<file path="src/rtl/spi_slave_cfg.sv">
// spi_slave_cfg: parameterised SPI slave (any mode, either bit order, 2..64-bit words) in the clk domain.
// Define SPI_SLAVE_FRAME_ERR_EN to add the frame_err_o pulse on aborted frames.
module spi_slave_cfg #(
    parameter int unsigned DATA_WIDTH  = 32,
    parameter int unsigned CPOL        = 0,
    parameter int unsigned CPHA        = 0,
    parameter int unsigned MSB_FIRST   = 1,
    parameter int unsigned SYNC_STAGES = 2
) (
    input  logic                  clk,
    input  logic                  rst_n,
    input  logic                  cs_n_i,
    input  logic                  sck_i,
    input  logic                  mosi_i,
    output logic                  miso_o,
    input  logic [DATA_WIDTH-1:0] tx_data_i,
    output logic                  tx_load_o,
    output logic [DATA_WIDTH-1:0] rx_data_o,
    output logic                  rx_valid_o,
    output logic                  busy_o
`ifdef SPI_SLAVE_FRAME_ERR_EN
    ,
    output logic                  frame_err_o
`endif
);
    localparam int unsigned CW = $clog2(DATA_WIDTH + 1);
    localparam logic [CW-1:0] LAST = CW'(DATA_WIDTH - 1);
    localparam logic POL = (CPOL != 0);

    typedef enum logic [1:0] {IDLE, XFER, WAIT} state_t;
    state_t state_q, state_d;

    logic [SYNC_STAGES-1:0] cs_sync_q, sck_sync_q, mosi_sync_q;
    logic                   cs_prev_q, sck_prev_q;
    logic [DATA_WIDTH-1:0]  tx_sr_q, tx_sr_d, rx_data_q, rx_data_d, rx_word;
    logic [DATA_WIDTH-2:0]  rx_sr_q, rx_sr_d;
    logic [CW-1:0]          cnt_q, cnt_d;
    logic                   miso_q, miso_d, tx_load_q, tx_load_d, rx_valid_q, rx_valid_d;
`ifdef SPI_SLAVE_FRAME_ERR_EN
    logic                   ferr_q, ferr_d;
`endif
    logic cs_s, sck_s, mosi_s, cs_fall, cs_rise, lead, trail, sample, shift;

    function automatic logic head(input logic [DATA_WIDTH-1:0] w);
        return (MSB_FIRST != 0) ? w[DATA_WIDTH-1] : w[0];
    endfunction

    function automatic logic [DATA_WIDTH-1:0] adv(input logic [DATA_WIDTH-1:0] w);
        return (MSB_FIRST != 0) ? {w[DATA_WIDTH-2:0], 1'b0} : {1'b0, w[DATA_WIDTH-1:1]};
    endfunction

    assign cs_s    = cs_sync_q[SYNC_STAGES-1];
    assign sck_s   = sck_sync_q[SYNC_STAGES-1];
    assign mosi_s  = mosi_sync_q[SYNC_STAGES-1];
    assign cs_fall = cs_prev_q & ~cs_s;
    assign cs_rise = ~cs_prev_q & cs_s;
    assign lead    = (sck_prev_q == POL) & (sck_s != POL);
    assign trail   = (sck_prev_q != POL) & (sck_s == POL);
    assign sample  = (CPHA != 0) ? trail : lead;
    assign shift   = (CPHA != 0) ? lead : trail;
    // The rx register keeps only the previous DATA_WIDTH-1 bits; the current mosi completes the word.
    assign rx_word = (MSB_FIRST != 0) ? {rx_sr_q, mosi_s} : {mosi_s, rx_sr_q};

    always_comb begin
        state_d    = state_q;
        tx_sr_d    = tx_sr_q;
        rx_sr_d    = rx_sr_q;
        rx_data_d  = rx_data_q;
        cnt_d      = cnt_q;
        miso_d     = miso_q;
        tx_load_d  = 1'b0;
        rx_valid_d = 1'b0;
`ifdef SPI_SLAVE_FRAME_ERR_EN
        ferr_d     = 1'b0;
`endif
        case (state_q)
            IDLE: if (cs_fall) begin
                tx_load_d = 1'b1;
                cnt_d     = '0;
                state_d   = XFER;
                tx_sr_d   = (CPHA != 0) ? tx_data_i : adv(tx_data_i);
                miso_d    = (CPHA != 0) ? miso_q : head(tx_data_i);
            end
            XFER: begin
                if (shift) begin
                    miso_d  = head(tx_sr_q);
                    tx_sr_d = adv(tx_sr_q);
                end
                if (sample) begin
                    rx_sr_d = (MSB_FIRST != 0) ? rx_word[DATA_WIDTH-2:0] : rx_word[DATA_WIDTH-1:1];
                    cnt_d   = cnt_q + CW'(1);
                end
                if (sample && cnt_q == LAST) begin
                    rx_data_d  = rx_word;
                    rx_valid_d = 1'b1;
                    state_d    = cs_rise ? IDLE : WAIT;
                end else if (cs_rise) begin
                    state_d = IDLE;
`ifdef SPI_SLAVE_FRAME_ERR_EN
                    ferr_d  = (cnt_d != '0);
`endif
                end
            end
            WAIT: if (cs_rise) state_d = IDLE;
            default: state_d = IDLE;
        endcase
    end

    always_ff @(posedge clk or negedge rst_n) begin
        if (!rst_n) begin
            cs_sync_q   <= '1;
            sck_sync_q  <= {SYNC_STAGES{POL}};
            mosi_sync_q <= '0;
            cs_prev_q   <= 1'b1;
            sck_prev_q  <= POL;
            state_q     <= IDLE;
            tx_sr_q     <= '0;
            rx_sr_q     <= '0;
            rx_data_q   <= '0;
            cnt_q       <= '0;
            miso_q      <= 1'b0;
            tx_load_q   <= 1'b0;
            rx_valid_q  <= 1'b0;
`ifdef SPI_SLAVE_FRAME_ERR_EN
            ferr_q      <= 1'b0;
`endif
        end else begin
            cs_sync_q   <= {cs_sync_q[SYNC_STAGES-2:0], cs_n_i};
            sck_sync_q  <= {sck_sync_q[SYNC_STAGES-2:0], sck_i};
            mosi_sync_q <= {mosi_sync_q[SYNC_STAGES-2:0], mosi_i};
            cs_prev_q   <= cs_s;
            sck_prev_q  <= sck_s;
            state_q     <= state_d;
            tx_sr_q     <= tx_sr_d;
            rx_sr_q     <= rx_sr_d;
            rx_data_q   <= rx_data_d;
            cnt_q       <= cnt_d;
            miso_q      <= miso_d;
            tx_load_q   <= tx_load_d;
            rx_valid_q  <= rx_valid_d;
`ifdef SPI_SLAVE_FRAME_ERR_EN
            ferr_q      <= ferr_d;
`endif
        end
    end

    assign miso_o     = miso_q;
    assign tx_load_o  = tx_load_q;
    assign rx_data_o  = rx_data_q;
    assign rx_valid_o = rx_valid_q;
    assign busy_o     = (state_q == XFER);
`ifdef SPI_SLAVE_FRAME_ERR_EN
    assign frame_err_o = ferr_q;
`endif
endmodule

</file>
<file path="config.mk">
export PLATFORM = sky130hd
export DESIGN_NAME = spi_slave_cfg
export DESIGN_NICKNAME = d
export VERILOG_FILES = /design/src/rtl/spi_slave_cfg.sv
export SDC_FILE = /design/constraint.sdc
export NUM_CORES = 1
export LEC_CHECK = 0
export CAP_MARGIN = 15
export CORE_MARGIN = 2
export CORE_UTILIZATION = 30
export DETAILED_ROUTE_END_ITERATION = 6
export GPL_TIMING_DRIVEN = 1
export PLACE_DENSITY = 0.47
export REMOVE_ABC_BUFFERS = 1
export SETUP_SLACK_MARGIN = 0.3
export SKIP_LAST_GASP = 1
export SLEW_MARGIN = 20
export SYNTH_ARGS = -nofsm -noshare
export SYNTH_HDL_FRONTEND = slang
export SYNTH_SLANG_ARGS = --single-unit
</file>
<file path="constraint.sdc">
create_clock -name clk -period 3.9 [get_ports clk]
set_input_delay 0.39 -clock clk [delete_from_list [all_inputs] [get_ports clk]]
set_output_delay 0.39 -clock clk [all_outputs]
set_load 0.03 [all_outputs]
</file>
==> results of run 1 <==
[state kept, by name, indices dropped and copies added (netlist names)]
| name | flops |
|---|---|
| cnt_q | 6 |
| cs_prev_q | 1 |
| cs_sync_q | 2 |
| miso_o | 1 |
| mosi_sync_q | 2 |
| rx_data_o | 32 |
| rx_sr_q | 31 |
| rx_valid_o | 1 |
| sck_prev_q | 1 |
| sck_sync_q | 2 |
| state_q | 2 |
| tx_load_o | 1 |
| tx_sr_q | 31 |
[layer usage]
layer / track usage / wire length (um)
met1: 0.147 / 3990
met2: 0.186 / 4380
met3: 0.0391 / 314
met4: 0.0679 / 229
met5: 0 / 0
[per-stage QoR]
| stage | setup WS [ps] | total power, mW | utilization | cells | instance area (sq um) |
|---|---|---|---|---|---|
| after floorplan | 529 | 1.85 | - | 341 | 4530 |
| after global placement | 1620 | 2.01 | 0.366 | 607 | 5540 |
| after detailed placement | 1560 | 2.03 | 0.366 | 607 | 5540 |
| after CTS | 1550 | 3.70 | 0.408 | 639 | 6180 |
| after global routing | 1480 | 3.84 | 0.408 | 639 | 6180 |
| final | 1590 | 3.65 | 0.408 | 639 | 6180 |
[logic make-up (layout without fill, tap and decap cells)]
group	count (synthesis)	after routing	share of synthesized area
and+or+nand+nor	114	114	0.109
muxes	95	95	0.230
buffers and inverters	22	115	0.0283
DFF	113	113	0.610
AOI/OAI and AO/OA	13	13	0.0189
adders and majority gates	1	1	0.00270
[placed cells by master, fill, tap and decap left out, types with 2 or more instances in the layout]
cell type        instances
dfrtp_1                110
nand2_1                 95
mux2_2                  90
clkdlybuf4s50_1         71
clkbuf_16               17
buf_4                    7
clkinv_2                 6
inv_1                    4
o21ai_0                  4
a21oi_1                  4
mux2_1                   4
clkbuf_8                 4
bufinv_16                4
dfstp_2                  3
nand3_1                  2
or3_1                    2
[worst max-delay path, cell delays in order, from the launching register on]
cell and delay (ps):
dfstp_2 530, or3b_1 390, a21oi_4 840, mux2_2 420
[power breakdown]
group / switching [mW] / internal (mW) / leakage, nW
Sequential: 0.112 / 1.39 / 1.48
Clock: 0.519 / 1.13 / 0.318
Combinational: 0.194 / 0.305 / 1.08
[path summary, 6_finish.rpt]
kind	startpoint	to	slack, ps	cells past startpoint
min in group clk	sck_sync_q[0]	sck_sync_q[1]	350	0
setup reg to reg	cs_prev_q	tx_sr_q[9]	1590	3
hold / removal	rst_n	rx_data_o[9]	100	1
max in group asynchronous	rst_n	tx_load_o	2900	2
hold reg to reg	sck_sync_q[0]	sck_sync_q[1]	350	0
setup / recovery	cs_prev_q	tx_sr_q[9]	1590	3
[final cells by class]
class                      count  area share
clock buffer                  21      0.0777
timing repair buffer          78       0.123
tap                          188      0.0380
clock inverter                11      0.0255
multi-input combinational    223       0.274
sequential                   113       0.458
inverter                       5     0.00304
[synth_stat cells]
master and number:
dfrtp_1 110, nand2_1 95, mux2_2 90, clkbuf_1 8
buf_6 6, a21oi_1 4, inv_1 4, mux2_1 4
o21ai_0 4, buf_2 3, dfstp_2 3, nand3_1 2
or3_1 2, a211oi_1 1, a21oi_4 1, a32o_1 1
and3_1 1, and4bb_2 1, ha_1 1, inv_2 1
mux2i_1 1, nand2b_1 1, nand2b_2 1, nand3_2 1
nand3b_1 1, nand4bb_1 1, nor2_1 1, nor2b_1 1
nor4b_2 1, nor4bb_1 1, o22ai_1 1, o31ai_1 1
or2_2 1, or2b_1 1, or3b_1 1, or4_1 1
==> flow_metrics.tcl, run 1 <==
set metrics [dict create \
    ys_ff_latch 113 \
    critPathLaunchType "flop" \
    critical_path.endpoint_type "flop" \
    crit_path_max_fanout 32 \
    htreeDepth 4 \
    ctsResizeCount 0 \
    skew_ps 4.06 \
    dp_hpwl_um 5570 \
    fin_setup_tns_ps 0 \
    grt_max_degree 72 \
    cp_data_required_time_ps 4190 \
    die_x_um 128 \
    setup_viol 0 \
    final_antenna_net_count 0 \
    grt_overflow 0 \
    diodes 0 \
    drive_above_1_share 0.313 \
    multi_input_area_sq_um 1700 \
    maxCapViolations 0 \
    yosysTopAreaCellShare 0.593 \
    yosysTopAreaCell "dfrtp_1" \
    grt_pass1_wl_um 15000 \
    port_buffers 72 \
    grt_pass1_vias 2995 \
    status "finished clean" \
    seqCellArea_sq_um 2830 \
    numCtsBuffers 17 \
    final_net_count 476 \
    path_class "reg2reg" \
    cts_hold_buf 0 \
    cts_tree "built" \
    yosys_warnings 0 \
    finalMaxSlewViolations 0 \
    start_util 0.306 \
    ioPinCount 73 \
    synth.distinct_cells 36 \
    max-slew-margin-rel 0.299 \
    gp_congestion 0.701 \
    die_y_um 128 \
    avgSynthCellArea_sq_um 13.0 \
    hold_ws_ps 101 \
    post_drt_wl_per_cell_um 14.0 \
    synth_area_sq_um 4640 \
    cts.clk_slew.worst_paths_ps 50 \
    synth_cells 358 \
    cts-root-buf "clkbuf_16" \
    dieArea_sq_um 16500 \
    rsz0062_at_grt "false" \
    grt_usage 0.120 \
    cts_buffer_depth 2 \
    finalCritPeriodShare 0.591 \
    rows 45 \
    cts_setup_buffers 0 \
    finalHoldViolCount 0 \
    period_needed_ps 2310 \
    power_leakage_nw 2.88 \
    drt-initial-drc-count 95 \
    area_growth_pct 33.3 \
    vias 2843 \
    dr.pass1.iters 4 \
    drc 0 \
    hold_class "in2async" \
    routed_wl_um 8920 \
    ys_seq_area_frac 0.610 \
    fmax_mhz 434 \
    nFillCells 1428 \
    clkLatencyLatePin_ps 410 \
    vias_per_cell 4.45 \
    worstMarginPinSlew_ps 1050 \
    cts_sinks 113 \
    ir_drop_mv 0.259 \
    ys_top_cells_by_area "dfrtp_1 (59%), mux2_2 (22%), nand2_1 (7.7%), dfstp_2 (1.7%), buf_6 (1.5%)" \
    critPathArrivalTime_ps 2590 \
    core_sq_um 15100 \
    antenna_found_initial 0 \
    powerDensity_nw_per_um2 590 \
]
Power figures use the tool's default switching activity.
==> run 2: changes to the inputs <==
==> constraint.sdc (replaced) <==
create_clock -name clk -period 2.15 [get_ports clk]
set_input_delay 0.215 -clock clk [delete_from_list [all_inputs] [get_ports clk]]
set_output_delay 0.215 -clock clk [all_outputs]
set_load 0.03 [all_outputs]
==> flow_metrics.tcl, run 2 (synthesis results as in run 1) <==
set metrics [dict create \
    status "finished clean" \
    core_sq_um 15100 \
    dp_slack_ps 361 \
    crit_start "cs_prev_q" \
    skew_ps 6.65 \
    rows 45 \
    clkLatencyLatePin_ps 410 \
    setup_ws_ps 354 \
    multi_input_area_sq_um 1700 \
    p_int_mw 4.95 \
    final_area_sq_um 6260 \
    area_growth_pct 35.0 \
    antenna_found_initial 0 \
    gp_congestion 0.735 \
    reg2reg_from "cs_prev_q" \
    layout_commonest_cell "dfrtp_1" \
    crit_path_max_fanout 32 \
    switching_share 0.236 \
    cts_setup_buffers 0 \
    r2r-end "tx_sr_q[20]" \
    largest_reg_flops 32 \
    period_needed_ps 1800 \
    dp_hpwl_um 5870 \
    finalMaxSlewViolations 0 \
    max-slew-margin-rel 0.686 \
    drt-initial-drc-count 124 \
    critical_path.endpoint_type "flop" \
    pwr-share-clk 0.432 \
    pwr-share-seq 0.420 \
    place_area_sq_um 5650 \
    fmax_mhz 557 \
    setup_viol 0 \
    endpoint "tx_sr_q[20]" \
    power_leakage_nw 2.91 \
    vias 2880 \
    grt_pass1_vias 3022 \
    vias_per_cell 4.47 \
    dr.pass1.iters 4 \
    grt_pass1_wl_um 15300 \
    htreeDepth 4 \
    cts_tree "built" \
    grt_usage 0.123 \
    drc 0 \
    path_class "reg2reg" \
    cts-root-buf "clkbuf_16" \
    cts_buffer_depth 2 \
    powerDensity_nw_per_um2 1030 \
    grt_overflow 0 \
    maxCapViolations 0 \
    critPathArrivalTime_ps 2090 \
    reg2regPathDepth 4 \
    diodes 0 \
    numCtsBuffers 17 \
    rsz0062_at_grt "false" \
    nFillCells 1394 \
    worstMarginPinSlew_ps 472 \
    critPathLaunchType "flop" \
    hold_class "in2reg" \
    routed_wl_um 9230 \
    seqCellArea_sq_um 2830 \
    cp_data_required_time_ps 2440 \
    cts.clk_slew.worst_paths_ps 50 \
    pwr-share-comb 0.148 \
    die_x_um 128 \
    cts_sinks 113 \
    die_y_um 128 \
    final_net_count 483 \
    finalCritPeriodShare 0.836 \
    post_drt_wl_per_cell_um 14.3 \
    final_cell_mix "dfrtp_1 (109), nand2_1 (95), mux2_2 (90), clkdlybuf4s50_1 (70), clkbuf_16 (17)" \
    regToRegSetupSlack_ps 350 \
    port_buffers 72 \
    p_switching_mw 1.53 \
    hold_ws_ps 218 \
    finalHoldViolCount 0 \
    grt_max_degree 45 \
    dieArea_sq_um 16500 \
    drive_above_1_share 0.324 \
    final_util 0.413 \
    start_util 0.306 \
    power.total_mw 6.47 \
    ioPinCount 73 \
    ir_drop_mv 0.460 \
    final_antenna_net_count 0 \
]
## run 2: changes by cell type in the layout (fill, tap and decap cells not counted), sizes merged
| cell | change |
|---|---|
| buf | +7 |
| clkinv | -3 |
| clkbuf | +1 |
| dlygate4sd3 | +1 |
| clkinvlp | +3 |
| bufinv | -2 |
| clkdlybuf4s50 | -1 |
## run 2: layer usage
| metal | vias up | GRT usage | wire, um |
|---|---|---|---|
| met2 | 41 | 0.192 | 4560 |
| met3 | 15 | 0.0378 | 265 |
| met5 | - | 0 | 0 |
| li1 | 1390 | - | - |
| met1 | 1434 | 0.152 | 4190 |
| met4 | 0 | 0.0685 | 212 |
## run 2: worst min-delay path by stage
stage | start | endpoint | cells after the start
floorplan | rst_n | cnt_q[0] | 0
global placement | rst_n | rx_data_o[9] | 1
detailed placement | rst_n | rx_data_o[9] | 1
CTS | cs_n_i | cs_sync_q[0] | 1
global route | cs_n_i | cs_sync_q[0] | 1
finish | cs_n_i | cs_sync_q[0] | 1
## run 2: metrics by stage
stage / TNS (ps) / cells
2_1_floorplan: -39200 / 341
3_5_place_dp: 0 / 613
3_3_place_gp: 0 / 613
6_report: 0 / 645
5_1_grt: 0 / 645
4_1_cts: 0 / 645
## run 2: final cells by class
class                      count  area share
clock buffer                  22      0.0789
clock inverter                 9      0.0168
inverter                       5     0.00340
multi-input combinational    223       0.271
sequential                   113       0.452
tap                          188      0.0376
timing repair buffer          85       0.140
## run 2: repair_timing
action / in CTS / in global routing
gates resized for setup: 1 / 1
gates cloned: 0 / 0
hold endpoints to repair: 28 / 0
endpoints found under the setup margin: 1 / 1
hold buffers: 1 / 0
## run 2: critical path, cell delays in order, from the launching register on
cell and delay (ps):
dfstp_2 530, or3b_1 390, a21oi_4 160, buf_12 220, mux2_2 360
## run 2: power groups by stage
stage          logic, mW  clock network (mW)  registers [mW]
2_1_floorplan      0.648                   0            2.71
3_3_place_gp       0.938                   0            2.75
3_5_place_dp       0.973                   0            2.75
4_1_cts            0.977                2.88            2.72
5_1_grt             1.06                3.00            2.78
6_report           0.958                2.80            2.72
